## src/rtl/alu_op_issuer.sv

```systemverilog
// Initiator side of the ALU interface: accepts R-type requests, decodes funct,
// drives registered operands/control to the ALU and returns the captured result.
module alu_op_issuer #(
  parameter int DATA_W     = 32,
  parameter int MUL_CYCLES = 2
) (
  input  logic              clk_i,
  input  logic              rst_i,
  input  logic              req_valid_i,
  output logic              req_ready_o,
  input  logic [5:0]        req_funct_i,
  input  logic [DATA_W-1:0] req_src1_i,
  input  logic [DATA_W-1:0] req_src2_i,
  output logic [DATA_W-1:0] alu_src1_o,
  output logic [DATA_W-1:0] alu_src2_o,
  output logic [3:0]        alu_ctrl_o,
  input  logic [DATA_W-1:0] alu_result_i,
  input  logic              alu_zero_i,
  output logic              rsp_valid_o,
  input  logic              rsp_ready_i,
  output logic [DATA_W-1:0] rsp_result_o,
  output logic              rsp_zero_o,
  output logic              rsp_err_o
);

  typedef enum logic [1:0] {
    IDLE = 2'd0,
    EXEC = 2'd1,
    RESP = 2'd2
  } state_t;

  localparam logic [3:0] CTRL_MUL = 4'd3;
  localparam logic [3:0] CTRL_BAD = 4'd15;
  localparam logic [3:0] MUL_LOAD = 4'(MUL_CYCLES - 1);

  state_t     state, next_state;
  logic [3:0] exec_cnt;
  logic       err_q;
  logic [3:0] dec_ctrl;
  logic       dec_err;

  // NOTE: every signal written in an always_comb gets a default first, so no
  // path through the case leaves it unassigned and no latch is inferred.
  always_comb begin
    dec_ctrl = CTRL_BAD;
    dec_err  = 1'b0;
    case (req_funct_i)
      6'h24:   dec_ctrl = 4'd0;
      6'h25:   dec_ctrl = 4'd1;
      6'h20:   dec_ctrl = 4'd2;
      6'h18:   dec_ctrl = CTRL_MUL;
      6'h22:   dec_ctrl = 4'd6;
      6'h2A:   dec_ctrl = 4'd7;
      6'h27:   dec_ctrl = 4'd12;
      default: dec_err  = 1'b1;
    endcase
  end

  always_comb begin
    next_state  = state;
    req_ready_o = 1'b0;
    case (state)
      IDLE: begin
        req_ready_o = 1'b1;
        if (req_valid_i) next_state = EXEC;
      end
      EXEC:    if (exec_cnt == 4'd0) next_state = RESP;
      RESP:    if (rsp_ready_i) next_state = IDLE;
      default: next_state = IDLE;
    endcase
  end

  // NOTE: sequential state uses non-blocking assignments so every register
  // samples pre-edge values, independent of statement order.
  always_ff @(posedge clk_i) begin
    if (rst_i) state <= IDLE;
    else       state <= next_state;
  end

  always_ff @(posedge clk_i) begin
    if (rst_i) begin
      alu_src1_o   <= '0;
      alu_src2_o   <= '0;
      alu_ctrl_o   <= CTRL_BAD;
      err_q        <= 1'b0;
      exec_cnt     <= 4'd0;
      rsp_valid_o  <= 1'b0;
      rsp_result_o <= '0;
      rsp_zero_o   <= 1'b0;
      rsp_err_o    <= 1'b0;
    end else begin
      case (state)
        IDLE: if (req_valid_i) begin
          alu_src1_o <= req_src1_i;
          alu_src2_o <= req_src2_i;
          alu_ctrl_o <= dec_ctrl;
          err_q      <= dec_err;
          exec_cnt   <= (dec_ctrl == CTRL_MUL) ? MUL_LOAD : 4'd0;
        end
        EXEC: begin
          if (exec_cnt != 4'd0) begin
            exec_cnt <= exec_cnt - 4'd1;
          end else begin
            rsp_result_o <= alu_result_i;
            rsp_zero_o   <= alu_zero_i;
            rsp_err_o    <= err_q;
            rsp_valid_o  <= 1'b1;
          end
        end
        // Payload registers keep their last values after the handshake.
        RESP: if (rsp_ready_i) rsp_valid_o <= 1'b0;
        default: ;
      endcase
    end
  end

endmodule

```

## config.mk

```make
export PLATFORM = sky130hd
export DESIGN_NAME = alu_op_issuer
export DESIGN_NICKNAME = d
export VERILOG_FILES = /design/src/rtl/alu_op_issuer.sv
export SDC_FILE = /design/constraint.sdc
export NUM_CORES = 1
export LEC_CHECK = 0
export CORE_AREA = 2 2 106 108
export CTS_BUF_LIST = sky130_fd_sc_hd__clkbuf_4
export CTS_CLUSTER_SIZE = 25
export DETAILED_ROUTE_END_ITERATION = 12
export DIE_AREA = 0 0 108 110
export PLACE_DENSITY = 0.88
export RECOVER_POWER = 25
export SYNTH_ARGS = -nofsm -noshare
export SYNTH_HDL_FRONTEND = slang
export SYNTH_SLANG_ARGS = --single-unit
```

## constraint.sdc

```tcl
create_clock -name clk_i -period 1.5 [get_ports clk_i]
set_input_delay 0.225 -clock clk_i [delete_from_list [all_inputs] [get_ports clk_i]]
set_output_delay 0.225 -clock clk_i [all_outputs]
set_load 0.03 [all_outputs]
```

# Word level (Yosys, flattened, before mapping)

Index checks and enable logic that the tools add are counted.

Output and inout bits: 104
Memory bits (read-only): 0
Latch bits: 0
Bits in registers: 110
Memories: 0
Bits of input ports: 107
Memory bits (writable): 0
Logic and storage cells: 52

Shift-type cells: 0
$lt $le $gt $ge: 0
Muxes and demuxes: 14
$mul: 0
Add/sub/neg operators: 1
Equal/unequal tests: 15
Divide/modulo/power cells: 0
Bitwise gates (word level): 1
Reduce and logical (&&, ||, !) cells: 11

Operators with widths:

| kind                | number |
|---|---|
| $eq 6x6->1 const B  | 6 |
| $pmux 4 s7          | 1 |
| $ne 2x2->1 const B  | 5 |
| $reduce_and 3->1    | 3 |
| $mux 4              | 2 |
| $pmux 4 s2          | 1 |
| $reduce_or 7->1     | 1 |
| $eq 6x5->1 const B  | 1 |
| $mux 2              | 3 |
| $pmux 2 s3          | 1 |
| $mux 1              | 5 |
| $eq 4x2->1 const B  | 1 |
| $logic_not 4->1     | 1 |
| $reduce_and 2->1    | 2 |
| $reduce_bool 2->1   | 2 |
| $reduce_bool 4->1   | 1 |
| $sub 4x1->4 const B | 1 |
| $eq 2x1->1 const B  | 1 |
| $eq 2x2->1 const B  | 1 |
| $logic_not 2->1     | 1 |
| $pmux 1 s2          | 1 |
| $not 1->1           | 1 |

# Logic depth before layout (Yosys ltp)

Gate-level depths: netlist (run 1).

Word-level depth: 6
Gate-level depth with buffers: 7
Depth with buffers taken out: 6

# Worst setup path before layout (run 1)

OpenSTA, ideal clock, no wires.

Kind: register to register
From: register state[1]
To: register err_q
Cell stages (with the launch flop): 7
Library setup time: 0.117 ns
Required time: 1.383 ns
Slack: -0.279 ns
Data arrival time: 1.662 ns
Clock period less this slack: 1.779 ns
Buffers on the path: 3
Path through: dfxtp_1 > buf_2 > nor2_1 > a21oi_1 > buf_2 > buf_2 > a22o_1

Cells in the longest elaborated chain, start to end: 2

RTL lines:

| element                    | RTL line | text |
|---|---|---|
| start: declaration         | 36       | `state_t state, next_state;` |
| start signal: assignment   | 77       | `else state <= next_state;` |
| $logic_not 2->1            | 92       | `case (state)` |
| $reduce_and 2->1 (no line) | -        |  |
| end signal: assignment     | 97       | `err_q <= dec_err;` |
| end: declaration           | 38       | `logic err_q;` |

Every way passes these cells.
A chain may end at the register's enable or synchronous reset.

# Worst setup path after layout (run 1)

From: register state[0]
To: register alu_src2_o[2]

Cells in the longest elaborated chain, start to end: 2

RTL lines:

| element                    | RTL line | text |
|---|---|---|
| $logic_not 2->1            | 92       |  |
| $reduce_and 2->1 (no line) | -        |  |
| end signal: assignment     | 95       | `alu_src2_o <= req_src2_i;` |
| end: declaration           | 15       | `output logic [DATA_W-1:0] alu_src2_o,` |

Every way passes these cells.

==> results of run 1 <==
-- final cells by class --
| class | instances | area (sq um) |
|---|---|---|
| Tap cell | 140 | 175 |
| Inverter | 3 | 11.3 |
| Multi-Input combinational cell | 217 | 1440 |
| Fill cell | 945 | 4350 |
| Sequential cell | 110 | 2210 |
| Clock inverter | 6 | 38.8 |
| Clock buffer | 10 | 75.1 |
| Timing Repair Buffer | 254 | 2400 |
-- kinds of logic (layout without fill, tap and decap cells) --
| family | Yosys count | in the layout |
|---|---|---|
| and+or+nand+nor | 101 | 101 |
| adders and majority gates | 2 | 2 |
| muxes | 1 | 1 |
| buffers and inverters | 30 | 273 |
| DFF | 110 | 110 |
| xor gates and xnor gates | 3 | 3 |
| AOI/OAI and AO/OA | 110 | 110 |
-- through the flow --
| stage | setup slack, ps | hold slack, ps |
|---|---|---|
| floorplan | 14.1 | 343 |
| global placement | -255 | 441 |
| detailed placement | -311 | 446 |
| CTS | 1.06 | 257 |
| global route | -22.6 | 270 |
| finish | 22.8 | 296 |
-- what timing repair did --
item,4_1_cts,5_1_grt
hold endpoints to repair,0,0
buffers inserted,3,1
endpoints found under the setup margin,107,136
pin swaps,2,8
gates cloned,0,7
resized for setup,132,122
-- worst min-delay path, cell delays in order --
cell and delay [ps]:
clkdlybuf4s50_1 400, nand2_1 50, a21oi_1 50
-- sequential cells by signal, summed over array words and instances (netlist names), 2 cells and up --
signal and flops:
alu_src1_o 32, alu_src2_o 32, rsp_result_o 32, alu_ctrl_o 4, exec_cnt 4, state 2
-- where the power goes --
group          internal [mW]  switching (mW)  total [mW]
Sequential              3.37           0.263        3.63
Combinational           1.60            1.98        3.58
Clock                  0.357           0.960        1.32
-- cells in the final DEF, fill, tap and decap left out, drive strengths merged --
cell type      instances
or3                    1
nor3b                  1
o32a                   1
nor2b                  1
a22o                  65
and3                   2
and4bb                 1
buf                   40
nor4                   3
a41oi                  1
clkinv                 6
dfxtp                110
o22a                   1
nor4b                  3
mux2i                  1
a311oi                 1
nand2                 70
clkbuf                53
clkdlybuf4s15         53
nand4bb                1
a21oi                 36
a31oi                  1
nor2                  11
xor2                   1
nand3b                 1
o41ai                  1
nand3                  1
nand4                  1
dlygate4sd2           12
or3b                   1
inv                    3
a211oi                 1
nor3                   1
ha                     2
a21o                   1
nand2b                 2
clkdlybuf4s50        106
xnor2                  2
o21ba                  1
-- final timing paths --
kind                                    endpoint  cells after the start  slack [ps]
worst max-delay path               alu_src2_o[2]                      7          20
worst min-delay path            rsp_result_o[21]                      3         300
worst max register to register     alu_src2_o[2]                      7          20
worst min register to register  rsp_result_o[10]                      2         460
-- per-layer routing --
metal,track usage [%],up-vias,part of all wire [%]
li1,-,1752,-
met1,20.6,1788,40
met2,34.2,143,51
met3,5.06,32,6.3
met4,8.33,0,2.7
met5,0,-,0
==> results.md, run 1 <==
- Worst path required time: 1860 ps
- Clock Sinks: 110
- I/O pins: 211
- Placed cells: 714
- Area leader, netlist: dfxtp_1
- Element type at the critical path start: flip-flop
- Largest family of logic cells by synthesized area: compound AO/OA/AOI/OAI gates
- Setup CP Type: reg -> reg
- WP data arrival: 1840 ps
- CTS Buf Count: 9
- Top cells by area, synth: dfxtp_1 60%, a22o_1 15%, nand2_1 7.1%, a21oi_1 4.9%, buf_2 1.6%
- Die area: 0.0119 sq mm
- Adder-Cell Fraction of Synth Area: less than 1%
- Synth Area in Simple Gates: 12.6%
- Syn-to-layout area delta: 71.7%
- Worst-path clk slew: 160 ps
- Final Max Slew Viols: 0
- Worst hold start: alu_result_i[21]
- Mapped Avg Cell Area: 10.4 sq um
- DR WL/cell: 17.4 microns
- Compound-Gate Fraction of Synth Area: between 20% and 30%
- Post-synth EDFFs: 0
- Mapped Cells: around 360
- Die W: 108 microns
- Post-synth top area share: 59.6%
- Router iterations before antenna repair: 4
- Initial core utilization: 34.6%
- Via density per instance: about 5.0
- Post-DP HPWL: 8760 microns
- Most used DFF post-synth: dfxtp_1
- Tmin final: between 1000 and 1500 ps
- Drc violations: 0
- Cell family with most CP delay: buffers and inverters
- Critical Path Source: state[0]
- Final period utilization: 98.5%
- CTS tree: built
- Reg2reg start: state[0]
- Post-synth net total: 466
- Hold buffers post-CTS: 0
- Final Cell Area: 0.00635 sq mm
- Pwr Total: 8.53 mW
- CTS Buffer Depth: 2
- Sequential fraction of the synthesis area: between 50% and 60%
- Diodes inserted: 0
- Post-DP Area: 0.00617 sq mm
- Crit path cell chain: buf_6 > nor2_4 > buf_4 > a21oi_4 > buf_12 > clkbuf_16 > a22o_1
- Via Count: ~3.7k
- Max_cap viols: 0
- H-tree levels: 3
- Rows: 38
- Clock Skew: 25.2 ps
- Register bit total from synthesis: 110
- Leakage: about 2.6 nW
- Crit-path slowest cell: dfxtp_2
- Post-Synthesis Cell Area: 0.00370 sq mm
- Global Route Usage Sum: 18.8%
- Cell Count, Final, Fillers Out: 740
- Worst path max stage delay: 370 ps
- Core area: 0.0107 sq mm
- Pwr per Cell Area: between 1000 and 1500 mW/mm^2
- Peak supply drop: 575 uV
- Synth cell types: 37
- Post-synthesis mux area share: less than 1%
- Initial drt markers: 246
- Post-detailed-route count of antenna-violating nets: 0
- Setup TNS: 0 ps
- Final Hold Fails: 0
- IO buf count: 210
- Layout cells sized above 1: 18.2%
- Synth Warn #: 0
- Status: finished, final reports clean
- Max_slew headroom: 70.9%
- Clock root buffer: clkbuf_4
- Setup crit end kind: flip-flop
- Buffers plus inverters on the worst setup path: 4
- XOR/XNOR Fraction of Synth Area: less than 1%
- RD Place Congestion: 0.845
- Post-Route WL: about 13000 microns
- Fin util: 59.3%
- F_max: 677 MHz
- Critical path fanouts, max: 15
- Skew-Pair Late Insertion Delay: 470 ps
- Initial antenna violation count: 0
- Largest net degree at the start of global routing: 60
- Slew @ Worst Pin: 430 ps
- Synth async-reset ratio: 0%
- Nets@finish: 704
- Top cells by count, synth: 110 x dfxtp_1, 70 x nand2_1, 65 x a22o_1
- DIE HEIGHT: between 100 and 150 microns
- HP Class: in -> reg
- Most numerous cell in the Yosys netlist: dfxtp_1
- Count of endpoints failing setup in the final report: 0
- Global route overflow: 0
- Vias in the first global route: ~3.6k
- First-pass GRT wire length: 17500 microns
Power figures use the tool's default switching activity.
==> inputs of run 2 (changes only) <==
Settings changed: CELL_PAD_IN_SITES_DETAIL_PLACEMENT set to 0, CELL_PAD_IN_SITES_GLOBAL_PLACEMENT set to 2, CORE_AREA 2 2 106 108 to 2 2 139 141, CTS_CLUSTER_DIAMETER set to 60, DIE_AREA 0 0 108 110 to 0 0 141 143, PLACE_DENSITY 0.88 to 0.89.
==> results.md, run 2 (synthesized netlist as in run 1, its figures left out) <==
- Buffers plus inverters on the worst setup path: 2 (was 4)
- Nets@finish: 690 (was 704)
- RSZ-0062 raised after global routing: true
- Critical path fanouts, max: 4 (was 15)
- Final period utilization: 96.4% (was 98.5%)
- Largest net degree at the start of global routing: 66 (was 60)
- Most frequent cells in the layout: 107 x dfxtp_1, 105 x clkdlybuf4s50_1, 70 x nand2_1 (was 107 x dfxtp_1, 106 x clkdlybuf4s50_1, 70 x nand2_1)
- Clock Skew: 13.1 ps (was 25.2 ps)
- Final Hold Fails: 0 (unchanged)
- Clock Sinks: 110 (unchanged)
- Final WS setup: 53.3 ps (was 22.8 ps)
- Setup CP Type: reg -> out (was reg -> reg)
- Clock root buffer: clkbuf_4 (unchanged)
- Pwr per Cell Area: 1310 mW/mm^2 (was 1340 mW/mm^2)
- First-pass GRT wire length: 18800 microns (was 17500 microns)
- RD Place Congestion: 0.767 (was 0.845)
- Crit path depth: 3 (was 7)
- Final Max Slew Viols: 0 (unchanged)
- Leakage: 2.48 nW (was 2.62 nW)
- DP Worst Slack: -312 ps (was -311 ps)
- Top flop regs: alu_src1_o x32, alu_src2_o x32, rsp_result_o x32 (unchanged)
- Tmin final: 1450 ps (was 1480 ps)
- Slew @ Worst Pin: 550 ps (was 430 ps)
- DR WL/cell: 15.1 microns (was 17.4 microns)
- Count of endpoints failing setup in the final report: 0 (unchanged)
- Pwr Total: 8.34 mW (was 8.53 mW)
- Die W: 141 microns (was 108 microns)
- Via density per instance: 4.29 (was 5.02)
- Initial antenna violation count: 1 (was 0)
- Syn-to-layout area delta: 71.8% (was 71.7%)
- HP Class: in -> reg (unchanged)
- I/O pins: 211 (unchanged)
- H-tree levels: 3 (unchanged)
- Post-DP HPWL: 9220 microns (was 8760 microns)
- Skew-Pair Late Insertion Delay: 470 ps (about the same)
- F_max: 691 MHz (was 677 MHz)
- DIE HEIGHT: 143 microns (was 110 microns)
- Worst path required time: 1270 ps (was 1860 ps)
- Most common cell after layout, fill and taps aside: dfxtp_1 (unchanged)
- Peak supply drop: 529 uV (was 575 uV)
- Fin util: 34.2% (was 59.3%)
- CTS Buffer Depth: 2 (unchanged)
- IO buf count: 210 (unchanged)
- Layout cells sized above 1: 27.6% (was 18.2%)
- Cell family with most CP delay: flip-flops (was buffers and inverters)
- Hold buffers post-CTS: 0 (unchanged)
- Crit-path slowest cell: dfxtp_2 (unchanged)
- Initial drt markers: 125 (was 246)
- Post-Route WL: 12400 microns (was 12800 microns)
- Crit path cell chain: buf_6 > nor2_4 > buf_12 (was buf_6 > nor2_4 > buf_4 > a21oi_4 > buf_12 > clkbuf_16 > a22o_1)
- Global route overflow: 0 (unchanged)
- Vias in the first global route: 3560 (was 3578)
- Via Count: 3519 (was 3715)
- CTS tree: built (unchanged)
- Hold path depth: 3 (unchanged)
- Max_cap viols: 0 (unchanged)
- Global Route Usage Sum: 11.9% (was 18.8%)
- Initial core utilization: 19.9% (was 34.6%)
- Post-detailed-route count of antenna-violating nets: 0 (unchanged)
- Core area: 0.0186 sq mm (was 0.0107 sq mm)
- Cell count of the worst reg-to-reg path: 5 (was 7)
- WP data arrival: 1220 ps (was 1840 ps)
- Status: finished, final reports clean (unchanged)
- Setup crit end kind: output port (was flip-flop)
- CTS Buf Count: 9 (unchanged)
- Router iterations before antenna repair: 4 (unchanged)
- Max_slew headroom: 63.2% (was 70.9%)
- Drc violations: 0 (unchanged)
- Worst-path clk slew: 170 ps (was 160 ps)
- Die area: 0.0202 sq mm (was 0.0119 sq mm)
- Rows: 50 (was 38)
- Worst path max stage delay: 370 ps (about the same)
- Element type at the critical path start: flip-flop (unchanged)
==> run 2: changes by cell type in the layout (fill, tap and decap cells not counted), moves of 4 or more <==
cell,change
clkdlybuf4s15_2,+58
clkdlybuf4s15_1,-50
buf_2,+17
clkbuf_2,-14
dlygate4sd2_1,-12
clkbuf_1,-7
clkdlybuf4s18_2,+5
clkbuf_16,-4
==> run 2: where the power goes <==
group          total, mW  internal, mW  switching (mW)  leakage (nW)
sequential          3.62          3.37           0.254         0.902
combinational       3.25          1.42            1.83          1.50
clock               1.47         0.398            1.07        0.0773
total               8.34          5.19            3.15          2.48
==> run 2: layout make-up <==
cell class              instances  area (sq um)
diodes                          1          2.50
clock buffers                   9          67.6
clock inverters                 7          68.8
fillers                      1883         12200
inverters                       3          11.3
multi-input cells             217          1410
flip-flops and latches        110          2210
well taps                     234           293
repair buffers                240          2290
==> run 2: per-stage QoR <==
step	hold slack, ps	cells	cell area, sq um	setup TNS, ps
detailed placement	449	800	6220	-12470
global route	85.4	821	6350	-48.9
CTS	74.2	818	6480	-241
finish	126	821	6350	0
global placement	441	800	6220	-9920
floorplan	343	357	3700	0
==> run 2: final timing paths <==
path,from,end,slack [ps]
max,state[0],req_ready_o,50
max reg2reg,state[0],rsp_result_o[10],80
min reg2reg,rsp_err_o,rsp_err_o,470
min,rst_i,state[1],130
==> run 2: worst reg2reg max path, cell delays in order (launching register included) <==
cell and delay [ps]:
dfxtp_2 390, nor2b_1 270, and3_1 290, buf_4 200
nand2_1 80, a21oi_1 120
==> run 2: repair_timing <==
action                     in CTS  in global routing
pin swaps                       1                  3
gates cloned                    0                  1
setup endpoints to repair     108                 91
resized for setup             281                 65
setup buffers                   2                  1
==> run 2: routing by layer <==
layer	vias up	global-route usage (%)	wire length (microns)
li1	1723	-	-
met1	1676	13.9	5090
met2	102	20.4	6400
met3	18	3.72	622
met4	0	4.37	247
met5	-	0	0
